**config.mk**
```make
export PLATFORM = sky130hd
export DESIGN_NAME = vector_reg_file_masked
export DESIGN_NICKNAME = d
export VERILOG_FILES = /design/src/rtl/vector_reg_file_masked.sv
export SDC_FILE = /design/constraint.sdc
export NUM_CORES = 1
export LEC_CHECK = 0
export ABC_AREA = 0
export CAP_MARGIN = 5
export CORE_ASPECT_RATIO = 0.6
export CORE_MARGIN = 4
export CORE_UTILIZATION = 53
export DETAILED_ROUTE_END_ITERATION = 10
export GPL_ROUTABILITY_DRIVEN = 1
export GPL_TIMING_DRIVEN = 0
export PLACE_DENSITY = 0.73
export SYNTH_ARGS = -nofsm -noshare
export SYNTH_HDL_FRONTEND = slang
export SYNTH_SLANG_ARGS = --single-unit
```
**constraint.sdc**
```tcl
create_clock -name clk -period 3.35 [get_ports clk]
set_input_delay 0.335 -clock clk [delete_from_list [all_inputs] [get_ports clk]]
set_output_delay 0.335 -clock clk [all_outputs]
set_load 0.02 [all_outputs]
```
**src/rtl/vector_reg_file_masked.sv**
```systemverilog
// ============================================================================
// vector_reg_file_masked : SIMD vector register file with lane masking,
// broadcast writes, write-to-read bypass, pending-write scoreboard, bulk clear.
// Revision: 1.0
// ============================================================================
`default_nettype none

module vector_reg_file_masked #(
  parameter int regSize     = 8,
  parameter int regQuantity = 8,
  parameter int selBits     = 3,
  parameter int vecSize     = 4
) (
  input  logic                              clk,
  input  logic                              rst,
  input  logic                              regWrEn,
  input  logic [selBits-1:0]                regToWrite,
  input  logic [vecSize-1:0][regSize-1:0]   regWriteData,
  input  logic [vecSize-1:0]                laneMask,
  input  logic                              bcastEn,
  input  logic [selBits-1:0]                rSel1,
  input  logic [selBits-1:0]                rSel2,
  output logic [vecSize-1:0][regSize-1:0]   reg1Out,
  output logic [vecSize-1:0][regSize-1:0]   reg2Out,
  input  logic                              resvEn,
  input  logic [selBits-1:0]                resvReg,
  output logic                              hazard1,
  output logic                              hazard2,
  output logic [regQuantity-1:0]            busyMask,
  input  logic                              clrStart,
  output logic                              clrBusy
);

  typedef enum logic [0:0] {
    IDLE  = 1'b0,
    CLEAR = 1'b1
  } state_t;

  localparam logic [selBits-1:0] c_last_reg = selBits'(regQuantity - 1);

  state_t                            state, state_nxt;
  logic [selBits-1:0]                clr_cnt, clr_cnt_nxt;
  logic [vecSize-1:0][regSize-1:0]   regs [regQuantity];
  logic [vecSize-1:0][regSize-1:0]   lane_val;
  logic [vecSize-1:0][regSize-1:0]   rd1, rd2;
  logic                              idle;
  logic                              wr_act;
  logic                              wr_commit;
  logic                              wr_ok, sel1_ok, sel2_ok, resv_ok;
  logic                              busy1, busy2;

  function automatic logic in_range(input logic [selBits-1:0] s);
    return int'(s) < regQuantity;
  endfunction

  assign idle      = (state == IDLE);
  assign wr_ok     = in_range(regToWrite);
  assign sel1_ok   = in_range(rSel1);
  assign sel2_ok   = in_range(rSel2);
  assign resv_ok   = in_range(resvReg);
  assign wr_act    = idle && regWrEn;
  // A clear request takes priority over a write presented in the same cycle.
  assign wr_commit = wr_act && !clrStart && wr_ok;
  assign clrBusy   = (state == CLEAR);

  always_comb begin
    for (int i = 0; i < vecSize; i++) begin
      lane_val[i] = bcastEn ? regWriteData[0] : regWriteData[i];
    end
  end

  always_comb begin
    rd1 = '0;
    rd2 = '0;
    if (sel1_ok) rd1 = regs[rSel1];
    if (sel2_ok) rd2 = regs[rSel2];
    for (int i = 0; i < vecSize; i++) begin
      if (wr_act && wr_ok && regToWrite == rSel1 && laneMask[i]) rd1[i] = lane_val[i];
      if (wr_act && wr_ok && regToWrite == rSel2 && laneMask[i]) rd2[i] = lane_val[i];
    end
    reg1Out = rst ? rd1 : '0;
    reg2Out = rst ? rd2 : '0;
  end

  always_comb begin
    busy1 = 1'b0;
    busy2 = 1'b0;
    if (sel1_ok) busy1 = busyMask[rSel1];
    if (sel2_ok) busy2 = busyMask[rSel2];
    hazard1 = busy1 && !(wr_act && regToWrite == rSel1);
    hazard2 = busy2 && !(wr_act && regToWrite == rSel2);
  end

  always_ff @(posedge clk or negedge rst) begin
    if (!rst) begin
      state   <= IDLE;
      clr_cnt <= '0;
    end else begin
      state   <= state_nxt;
      clr_cnt <= clr_cnt_nxt;
    end
  end

  always_comb begin
    state_nxt   = state;
    clr_cnt_nxt = clr_cnt;
    case (state)
      IDLE: begin
        if (clrStart) begin
          state_nxt   = CLEAR;
          clr_cnt_nxt = '0;
        end
      end
      CLEAR: begin
        clr_cnt_nxt = clr_cnt + 1'b1;
        if (clr_cnt == c_last_reg) begin
          state_nxt   = IDLE;
          clr_cnt_nxt = '0;
        end
      end
      default: begin
        state_nxt   = IDLE;
        clr_cnt_nxt = '0;
      end
    endcase
  end

  always_ff @(posedge clk or negedge rst) begin
    if (!rst) begin
      for (int r = 0; r < regQuantity; r++) regs[r] <= '0;
      busyMask <= '0;
    end else if (state == CLEAR) begin
      regs[clr_cnt]     <= '0;
      busyMask[clr_cnt] <= 1'b0;
    end else begin
      if (wr_commit) begin
        for (int i = 0; i < vecSize; i++) begin
          if (laneMask[i]) regs[regToWrite][i] <= lane_val[i];
        end
      end
      // Reservation is applied after the writeback release so a same-edge set wins.
      if (regWrEn && wr_ok) busyMask[regToWrite] <= 1'b0;
      if (resvEn && resv_ok) busyMask[resvReg] <= 1'b1;
    end
  end

endmodule

`default_nettype wire
```
* Word level (Yosys, flattened, before mapping)
Index checks and enable logic that the tools add are counted.
** Storage, ports and cells
- Input port bits :: 54
- Logic and storage cells :: 154
- Register bits after elaboration :: 268
** Operators by class
- Add/subtract/negate cells :: 1
- Equal/unequal tests :: 4
- Bitwise operators :: 12
- Muxes and demuxes :: 65
- Order comparisons :: 14
- Reductions and logical operators :: 23
** Operators with widths (number)
- $mux W256 :: 12
- $bwmux W256 :: 4
- $demux W32 S3 :: 5
- $and A256 B256 Y256 :: 1
- $mux W32 :: 8
- $not A256 Y256 :: 1
- $bmux W32 S3 :: 2
- $mux W8 :: 16
- $mux W24 :: 1
- $lt A3 B4 Y1 const B :: 5
- $logic_and A1 B1 Y1 :: 19
- $and A8 B8 Y8 :: 2
- $ge A4 B4 Y1 const B :: 4
- $mux W16 :: 1
- $not A3 Y4 :: 4
- $not A8 Y8 :: 2
- $demux W1 S3 :: 3
- $ge A3 B1 Y1 const B :: 3
- $lt A4 B1 Y1 const B :: 2
- $or A8 B8 Y8 :: 1
- $mux W1 :: 7
- $bmux W1 S3 :: 2
- $eq A3 B3 Y1 :: 2
- $mux W3 :: 2
- 8 further kinds :: 10

* Longest topological paths before layout
Gate-level depths: netlist of the first run.
- Word-level depth :: 21
- Mapped depth :: 7

* Worst setup path after synthesis of the first run
OpenSTA, ideal clock, no wires.
- Path kind :: input -> output
- Start :: in rSel1[1]
- End :: out reg1Out[6] in the netlist's numbering
- Path buffers :: 3
- Stages on the path :: 6
- Setup slack :: 1.293 ns
- Arrival time :: 1.722 ns
- Cell sequence :: clkbuf_2 -> buf_2 -> buf_4 -> mux4_2 -> mux2i_1 -> a21oi_1
** RTL lines
- start: declaration :: line 21 : input logic [selBits-1:0] rSel1,
- end: declaration :: line 23 : output logic [vecSize-1:0][regSize-1:0] reg1Out,

==> results of run 1 <==
==> state kept, by name, summed over array words and instances, names as in the netlist <==
register,count
regs,256
clr_cnt,3
clrBusy,1
busyMask,8
==> kinds of logic after synthesis <==
family	count (synthesis)
fa+ha+maj	2
compound gates	330
flops	268
mux	221
buf+inv	107
xor+xnor	6
simple gates	297
==> per-stage QoR <==
| step | total power [uW] | instances | setup TNS [ps] |
|---|---|---|---|
| after global placement | 9090 | 1726 | -3140300 |
| after global routing | 13000 | 1783 | 0 |
| final | 12500 | 1783 | -46.2 |
| after CTS | 12400 | 1778 | -35.8 |
| after detailed placement | 9240 | 1728 | -12260 |
| after floorplan | 7560 | 1231 | 0 |
==> metal layers <==
metal	vias up	track usage
met5	-	0
met4	2	0.150
met1	6558	0.507
li1	5247	-
met2	1048	0.469
met3	192	0.143
==> synth_stat cells (all sizes together) (3+ instances only) <==
| cell | number | area (sq um) |
|---|---|---|
| xnor2 | 6 | 60.1 |
| mux4 | 132 | 2970 |
| nand3 | 7 | 35.0 |
| and4bb | 3 | 37.5 |
| a31o | 6 | 52.6 |
| a32oi | 4 | 35.0 |
| and4 | 7 | 61.3 |
| nand2b | 24 | 150 |
| nand4 | 10 | 62.6 |
| nor2 | 5 | 18.8 |
| and3b | 4 | 35.0 |
| inv | 4 | 15.0 |
| o31ai | 4 | 30.0 |
| o2bb2ai | 256 | 2240 |
| clkbuf | 19 | 72.6 |
| buf | 84 | 445 |
| a41o | 6 | 60.1 |
| and3 | 49 | 307 |
| mux2i | 89 | 891 |
| nor2b | 7 | 43.8 |
| o311ai | 3 | 26.3 |
| a21oi | 21 | 105 |
| nor4b | 3 | 45.0 |
| o21ai | 24 | 120 |
| dfrtp | 268 | 6710 |
| nand2 | 176 | 681 |
==> power by group through the flow <==
| stage | Clock, uW | Combinational [uW] | Sequential [uW] |
|---|---|---|---|
| after global routing | 3280 | 4800 | 4930 |
| after global placement | 0 | 4310 | 4780 |
| after floorplan | 0 | 2910 | 4640 |
| after CTS | 3140 | 4460 | 4790 |
| after detailed placement | 0 | 4420 | 4820 |
| final | 3120 | 4580 | 4840 |
==> path summary, 6_finish.rpt <==
check	from	to	slack, ps	cells after the start
worst max-delay path	laneMask[2]	reg1Out[17]	-30	6
worst min-delay path	regs[182]	regs[182]	510	1
worst max register to register	clrBusy	regs[193]	730	5
worst min register to register	regs[182]	regs[182]	510	1
max in group asynchronous	rst	regs[22]	2120	3
min in group asynchronous	rst	regs[131]	620	3
==> critical path, cell delays in order <==
cell	delay [ps]
clkdlybuf4s50_1	840
and3b_1	330
nand4_1	430
nand2_1	210
and3_1	260
clkdlybuf4s50_1	630
==> repair_timing <==
item,4_1_cts,5_1_grt
hold endpoints to repair,39,0
gates resized for setup,18,7
setup endpoints to repair,65,43
buffers inserted,1,5
hold buffers,2,0
==> layout make-up <==
class	count	area (sq um)	area share
multi-input cells	856	8250	0.453
flip-flops and latches	268	6710	0.368
repair buffers	130	1340	0.0733
clock buffers	41	808	0.0444
plain buffers	103	561	0.0308
well taps	375	469	0.0257
clock inverters	6	80.1	0.00439
inverters	4	15.0	0.000824
==> impl_metrics.py, run 1 <==
metrics = {
    "sta": {
        "setup_slack_ps": -34.4,
        "slew_violations": 0,
        "setup_violations": 2,
        "tightest_slew_ps": 1240,
        "hold_violations": 0,
        "holdWs_ps": 507,
        "min_period_ps": 3380,
        "min_period_over_period": 1.01,
        "slew_headroom": 0.176,
        "max_freq_ghz": 0.295,
        "fin_worst_skew_ps": 8.14,
        "rsz0062_at_grt": "false",
    },
    "detailed_routing": {
        "met2WireLength_microns": 22800,
        "wl_met3_microns": 8290,
        "drtIter0Drc": 1723,
        "dr.pass1.iters": 5,
        "m1WireLength_microns": 22700,
        "vias": 13000,
        "viasPerCell": 7.32,
        "highest_layer": "met5",
        "ant_nets": 0,
        "wl_per_cell_microns": 31.7,
        "wirelength_microns": 56500,
        "drc": 0,
    },
    "floorplanning": {
        "fp-row-count": 48,
        "initial_core_util": 0.537,
        "die_h_microns": 140,
        "io_pins": 129,
        "die_w_microns": 228,
        "die_area_sq_um": 32000,
        "core_area_sq_um": 28700,
    },
    "logic_synthesis": {
        "synth_cell_type_count": 39,
        "synth_xor_area_frac": 0.00390,
        "synth_top_family_by_area": "multiplexers",
        "synthesis.instances": 1231,
        "synth_compound_area_frac": 0.177,
        "ys_seq_area_frac": 0.435,
        "async_flop_share": 1.00,
        "synth_mux_area_frac": 0.251,
        "synthAdderAreaFrac": 0.00162,
        "post_synth.cell_area_avg_sq_um": 12.5,
        "synth-edff-count": 0,
        "ys_ff_latch": 268,
        "synth-simple-area-share": 0.0973,
        "ys_dominant_reg_cell": "dfrtp_1",
        "synth_nets": 1287,
        "syn-cell-area_sq_um": 15400,
        "yosysWarnings": 0,
    },
    "cts": {
        "htreeDepth": 1,
        "cts_buffers": 26,
        "path_clk_slew_ps": 70,
        "clkLatencyLatePin_ps": 560,
        "numClockSinks": 268,
        "clock_path_buffers": 3,
        "ctsRootBufferMaster": "clkbuf_16",
        "cts_tree": "done",
    },
    "cells_and_area": {
        "n_antenna_cell": 0,
        "nFillCells": 2178,
        "drive_above_1_share": 0.190,
        "final_common_cell": "dfrtp_1",
        "final_area_sq_um": 18200,
        "fin_util": 0.635,
        "syn_to_final_growth_pct": 18.3,
        "mostFrequentLayoutCells": "dfrtp_1 (268), o2bb2ai_1 (256), nand2_1 (168)",
        "finalNetCount": 1445,
    },
    "worst_setup_path": {
        "cp.required_ps": 3010,
        "worstPathMaxFanout": 10,
        "start_kind": "input pin",
        "cp_data_arrival_time_ps": 3050,
        "critical_path_class": "in -> out",
        "setup.worst_path.end_class": "output pin",
    },
    "status": {
        "status": "complete, but fails checks",
        "violations": "setup timing",
    },
    "global_route": {
        "gr-total-overflow": 0,
        "grt_pass1_wl_microns": 84600,
        "grt_pass1_vias": 13400,
        "grt_usage": 0.351,
        "grt_max_degree": 120,
        "grt_antenna_before_repair": 2,
    },
    "placement": {
        "dpl-instance-area_sq_um": 17100,
        "dp_slack_ps": -336,
        "io_buffers": 120,
        "globalplace.congestion": 1.00,
        "dpl.hpwl_microns": 38800,
    },
    "pwr": {
        "combPwrFrac": 0.365,
        "p_int_uw": 7940,
        "swShare": 0.367,
        "p_sw_uw": 4600,
        "total_leakage_power_uw": 0.00779,
        "powerDensity_nw_per_um2": 688,
        "ir_drop_mv": 0.343,
        "p_seq_frac": 0.386,
        "clock_power_share": 0.249,
    },
    "flow_run": {
        "cap_violations": 0,
    },
    "min_path": {
        "hp-class": "reg -> reg",
    },
}
Power figures use the tool's default switching activity.
==> run 2: changes to the inputs <==
- CTS_BUF_LIST: default -> sky130_fd_sc_hd__clkbuf_8
- clock period: 3.35 -> 3.5 ns (I/O delays scaled with it)
==> run 2 against run 1 <==
Against the previous run: the run still ends with setup timing left; sequential cell count stayed put; via count is 1.0% higher; die area stayed put; combinational power is 4.8% lower; register-to-register slack better by 140 ps; critical path depth stayed put; routed wire length hardly changed; sequential power is 4.3% lower; core utilization is 0.087 points lower; non-clock buffer count is 1 lower; worst setup slack better by 25 ps.
==> impl_metrics.py, run 2 (synthesized netlist as in run 1, its figures left out) <==
metrics = {
    "status": {
        "status": "complete, but fails checks",
        "violations": "setup timing",
    },
    "worst_setup_path": {
        "reg2reg_setup_slack_ps": 870,
        "max_stage_delay_ps": 710,
        "critical_path_class": "in -> out",
        "crit_top_cell": "clkdlybuf4s50_1",
        "worstReg2RegEnd": "regs[194]",
        "crit_start": "regToWrite[1]",
        "worstPathMaxFanout": 8,
        "crit_path_cell_trace": "clkdlybuf4s50_1 > xnor2_4 > nand4_1 > nand2_1 > and3_1 > clkdlybuf4s50_1",
        "cp_slowest_cell": "clkdlybuf4s50_1",
        "critical_path.reg2reg.startpoint": "clrBusy",
        "start_kind": "input pin",
        "setup.worst_path.end_class": "output pin",
        "cp.required_ps": 3150,
        "cp_data_arrival_time_ps": 3160,
        "reg2reg_depth": 5,
        "endpoint": "reg1Out[17]",
    },
    "cells_and_area": {
        "largest-register": "regs",
        "n_antenna_cell": 0,
        "layoutNonFillerInstCount": 1804,
        "top_regs": "regs (256), busyMask (8), clr_cnt (3)",
        "largest_reg_flops": 256,
        "mostFrequentLayoutCells": "dfrtp_1 (268), o2bb2ai_1 (256), nand2_1 (168)",
        "drive_above_1_share": 0.200,
        "syn_to_final_growth_pct": 18.1,
        "nFillCells": 2175,
        "fin_util": 0.634,
        "final_common_cell": "dfrtp_1",
        "finalNetCount": 1459,
    },
    "cts": {
        "clkLatencyLatePin_ps": 580,
        "clock_path_buffers": 3,
        "ctsRootBufferMaster": "clkbuf_8",
        "cts_buffers": 41,
        "path_clk_slew_ps": 60,
        "cts_tree": "done",
        "htreeDepth": 2,
        "numClockSinks": 268,
    },
    "detailed_routing": {
        "drtIter0Drc": 1711,
        "wl_per_cell_microns": 31.3,
        "drc": 0,
        "viasPerCell": 7.31,
        "ant_nets": 0,
        "vias": 13200,
        "dr.pass1.iters": 6,
        "wirelength_microns": 56500,
    },
    "flow_run": {
        "cap_violations": 0,
    },
    "pwr": {
        "ir_drop_mv": 0.344,
        "total_power_uw": 11900,
        "p_seq_frac": 0.390,
        "combPwrFrac": 0.367,
        "p_int_uw": 7470,
        "powerDensity_nw_per_um2": 654,
        "p_sw_uw": 4420,
        "swShare": 0.372,
        "total_leakage_power_uw": 0.00782,
        "clock_power_share": 0.244,
    },
    "placement": {
        "dpl.hpwl_microns": 38800,
        "globalplace.congestion": 1.00,
        "place.detailed.instances": 1728,
        "dp_slack_ps": -216,
        "io_buffers": 120,
    },
    "floorplanning": {
        "die_w_microns": 228,
        "core_area_sq_um": 28700,
        "initial_core_util": 0.537,
        "io_pins": 129,
        "die_area_sq_um": 32000,
        "fp-row-count": 48,
        "die_h_microns": 140,
    },
    "sta": {
        "slew_violations": 0,
        "min_period_over_period": 1.00,
        "slew_headroom": 0.170,
        "fin_worst_skew_ps": 27.4,
        "hold_violations": 0,
        "max_freq_ghz": 0.285,
        "min_period_ps": 3510,
        "setup_violations": 1,
        "setup_slack_ps": -9.38,
        "tightest_slew_ps": 1250,
        "holdWs_ps": 504,
        "rsz0062_at_grt": "false",
    },
    "global_route": {
        "gr-total-overflow": 0,
        "grt_antenna_before_repair": 0,
        "grt_pass1_vias": 13300,
        "grt_pass1_wl_microns": 84500,
        "grt_max_degree": 120,
        "grt_usage": 0.352,
    },
    "min_path": {
        "hp-class": "reg -> reg",
    },
}
==> run 2: cell count changes in the layout (fill, tap and decap cells not counted), moves of 2 or more <==
cell,change
clkdlybuf4s50_1,+3
clkbuf_16,-27
inv_1,+9
dlygate4sd2_1,-2
clkbuf_8,+46
clkbuf_1,-6
==> run 2: critical path: cells and delay by family <==
| family | cells | cell delay, ps |
|---|---|---|
| buffers and inverters | 2 | 1350 |
| AND/OR/NAND/NOR | 3 | 990 |
| XOR/XNOR | 1 | 460 |
==> run 2: worst min-delay path by stage <==
stage,startpoint,to,cells past startpoint
3_5_place_dp,rst,regs[195],1
5_1_grt,regs[139],regs[139],1
2_1_floorplan,rst,busyMask[0],0
4_1_cts,regToWrite[2],regs[209],4
3_3_place_gp,regs[8],regs[8],1
6_report,regs[105],regs[105],1
==> run 2: metrics by stage <==
step | setup TNS, ps | cell area (sq um)
floorplan | 0 | 15400
global placement | -3096420 | 17100
detailed placement | -4580 | 17100
CTS | -45.8 | 18100
global route | 0 | 18200
finish | -9.38 | 18200
==> run 2: timing repair <==
action | 4_1_cts | 5_1_grt
setup endpoints to repair | 63 | 62
buffers inserted | 0 | 6
pin swaps | 1 | 5
hold buffers | 2 | 0
endpoints found under the hold margin | 39 | 0
gates cloned | 0 | 0
resized for setup | 5 | 14
==> run 2: metal layers <==
metal | track usage | vias up | part of all wire
met5 | 0 | - | 0
met4 | 0.146 | 0 | 0.043
met3 | 0.132 | 180 | 0.14
met2 | 0.469 | 1068 | 0.40
met1 | 0.520 | 6663 | 0.41
li1 | - | 5270 | -
==> run 2: cell type report <==
cell class,instances,area (sq um),share of cell area
clock buffers,54,743,0.0408
repair buffers,130,1340,0.0734
flip-flops and latches,268,6710,0.369
well taps,375,469,0.0258
plain buffers,102,542,0.0298
inverters,4,15.0,0.000825
multi-input cells,856,8250,0.453
clock inverters,15,139,0.00763
==> run 2: power by group through the flow <==
| stage | registers [uW] | logic, uW | clock network (uW) |
|---|---|---|---|
| 2_1_floorplan | 4440 | 2790 | 0 |
| 3_3_place_gp | 4570 | 4130 | 0 |
| 3_5_place_dp | 4620 | 4230 | 0 |
| 4_1_cts | 4590 | 4240 | 2910 |
| 5_1_grt | 4720 | 4580 | 3070 |
| 6_report | 4630 | 4360 | 2900 |
==> run 3: changes to the inputs <==
==> constraint.sdc (replaced) <==
create_clock -name clk -period 3.5 [get_ports clk]
set_input_delay 0.7 -clock clk [delete_from_list [all_inputs] [get_ports clk]]
set_output_delay 0.7 -clock clk [all_outputs]
set_load 0.02 [all_outputs]
==> run 3 against run 2 <==
Against the previous run: the flow still finishes with violations (setup timing); clock skew grew 7.7 ps; maximum frequency rose by 0.25%; routed wire length shrank 0.22%; combinational power barely moved; hold slack got worse by 480 ps; critical endpoint is now reg2Out[17]; largest cell class unchanged.
==> impl_metrics.py, run 3 (synthesized netlist as in run 1, its figures left out) <==
metrics = {
    "cts": {
        "clock_path_buffers": 3,
        "path_clk_slew_ps": 70,
        "numClockSinks": 268,
        "cts_buffers": 41,
        "cts_tree": "done",
        "ctsRootBufferMaster": "clkbuf_8",
        "clkLatencyLatePin_ps": 590,
        "htreeDepth": 2,
    },
    "flow_run": {
        "cap_violations": 0,
    },
    "cells_and_area": {
        "mostFrequentLayoutCells": "dfrtp_1 (267), o2bb2ai_1 (256), nand2_1 (168)",
        "layoutNonFillerInstCount": 1805,
        "top_regs": "regs (256), busyMask (8), clr_cnt (3)",
        "final_area_sq_um": 18400,
        "finalNetCount": 1460,
        "largest_reg_flops": 256,
        "nFillCells": 2178,
        "syn_to_final_growth_pct": 19.3,
        "n_antenna_cell": 0,
        "largest-register": "regs",
        "drive_above_1_share": 0.214,
        "final_common_cell": "dfrtp_1",
    },
    "status": {
        "violations": "setup timing",
        "status": "complete, but fails checks",
    },
    "pwr": {
        "total_leakage_power_uw": 0.00832,
        "ir_drop_mv": 0.344,
        "powerDensity_nw_per_um2": 647,
    },
    "placement": {
        "dpl.hpwl_microns": 38800,
        "io_buffers": 120,
        "globalplace.congestion": 1.00,
        "place.detailed.instances": 1728,
        "dpl-instance-area_sq_um": 17100,
    },
    "sta": {
        "slew_violations": 0,
        "fin_worst_skew_ps": 35.1,
        "tightest_slew_ps": 827,
        "hold_violations": 0,
        "min_period_over_period": 1.00,
        "rsz0062_at_grt": "true",
        "setup_slack_ps": -0.791,
        "setup_violations": 1,
        "min_period_ps": 3500,
        "slew_headroom": 0.449,
        "max_freq_ghz": 0.286,
    },
    "global_route": {
        "grt_max_degree": 120,
        "grt_antenna_before_repair": 0,
        "grt_pass1_wl_microns": 84700,
        "grt_usage": 0.353,
        "grt_pass1_vias": 13300,
        "gr-total-overflow": 0,
    },
    "floorplanning": {
        "die_h_microns": 140,
        "die_area_sq_um": 32000,
        "io_pins": 129,
        "initial_core_util": 0.537,
        "fp-row-count": 48,
        "core_area_sq_um": 28700,
        "die_w_microns": 228,
    },
    "worst_setup_path": {
        "start_kind": "input pin",
        "cp_data_arrival_time_ps": 2800,
        "cp.required_ps": 2800,
        "setup.worst_path.end_class": "output pin",
        "worstPathMaxFanout": 10,
        "critical_path_class": "in -> out",
    },
    "detailed_routing": {
        "ant_nets": 0,
        "vias": 13200,
        "dr.pass1.iters": 6,
        "drc": 0,
        "wl_per_cell_microns": 31.2,
        "drtIter0Drc": 1827,
        "viasPerCell": 7.31,
        "wirelength_microns": 56400,
    },
    "min_path": {
        "hp-class": "in -> async",
    },
}
-- run 3: area by class of cell --
type	count	area, sq um	area share
flip-flops and latches	268	6710	0.365
repair buffers	132	1320	0.0719
plain buffers	101	717	0.0390
well taps	375	469	0.0255
clock inverters	15	139	0.00756
multi-input cells	856	8270	0.450
inverters	4	15.0	0.000817
clock buffers	54	743	0.0404
-- run 3: timing repair --
item,in CTS,in global routing
resized for setup,116,31
endpoints found under the setup margin,66,34
pin swaps,1,1
hold buffers,0,0
buffers inserted,9,1
-- run 3: stage by stage --
stage                     utilization  power, uW  setup slack [ps]   TNS, ps  hold slack [ps]
after floorplan                     -       7230               713         0              404
after global placement          0.595       8700             -9830  -3235880              483
after detailed placement        0.597       8850              -916    -50250              489
after CTS                       0.637      11700             -15.1     -17.6             32.6
after global routing            0.640      12400             -5.32     -5.32             44.6
final                           0.640      11900            -0.791    -0.791             25.9
-- run 3: report_power, final --
part | leakage [uW] | switching [uW] | internal (uW) | total (uW)
Sequential | 0.00370 | 708 | 3930 | 4640
Combinational | 0.00413 | 2420 | 1920 | 4340
Clock | 0.000490 | 1320 | 1590 | 2910
Total | 0.00832 | 4450 | 7440 | 11900
-- run 3: layer usage --
| metal | part of all wire | global-route usage | vias up | routed length, microns |
|---|---|---|---|---|
| li1 | - | - | 5256 | - |
| met4 | 0.042 | 0.143 | 0 | 2350 |
| met3 | 0.15 | 0.132 | 176 | 8390 |
| met2 | 0.41 | 0.472 | 1112 | 23000 |
| met5 | 0 | 0 | - | 0 |
| met1 | 0.40 | 0.521 | 6657 | 22600 |
-- run 3: final timing paths --
check / from / slack (ps) / endpoint / depth (start not counted)
min in group clk: regs[162] / 500 / regs[162] / 1
max: rSel2[0] / -0.8 / reg2Out[17] / 6
min: rst / 30 / regs[196] / 1
max reg2reg: clrBusy / 890 / regs[193] / 5
max in group asynchronous: rst / 2490 / regs[150] / 2
min reg2reg: regs[162] / 500 / regs[162] / 1
-- run 3: critical path, stage by stage --
cell	delay, ps
buf_2	360
clkdlybuf4s15_2	560
mux2i_1	310
nand2_1	90
and3_1	210
clkdlybuf4s50_1	550
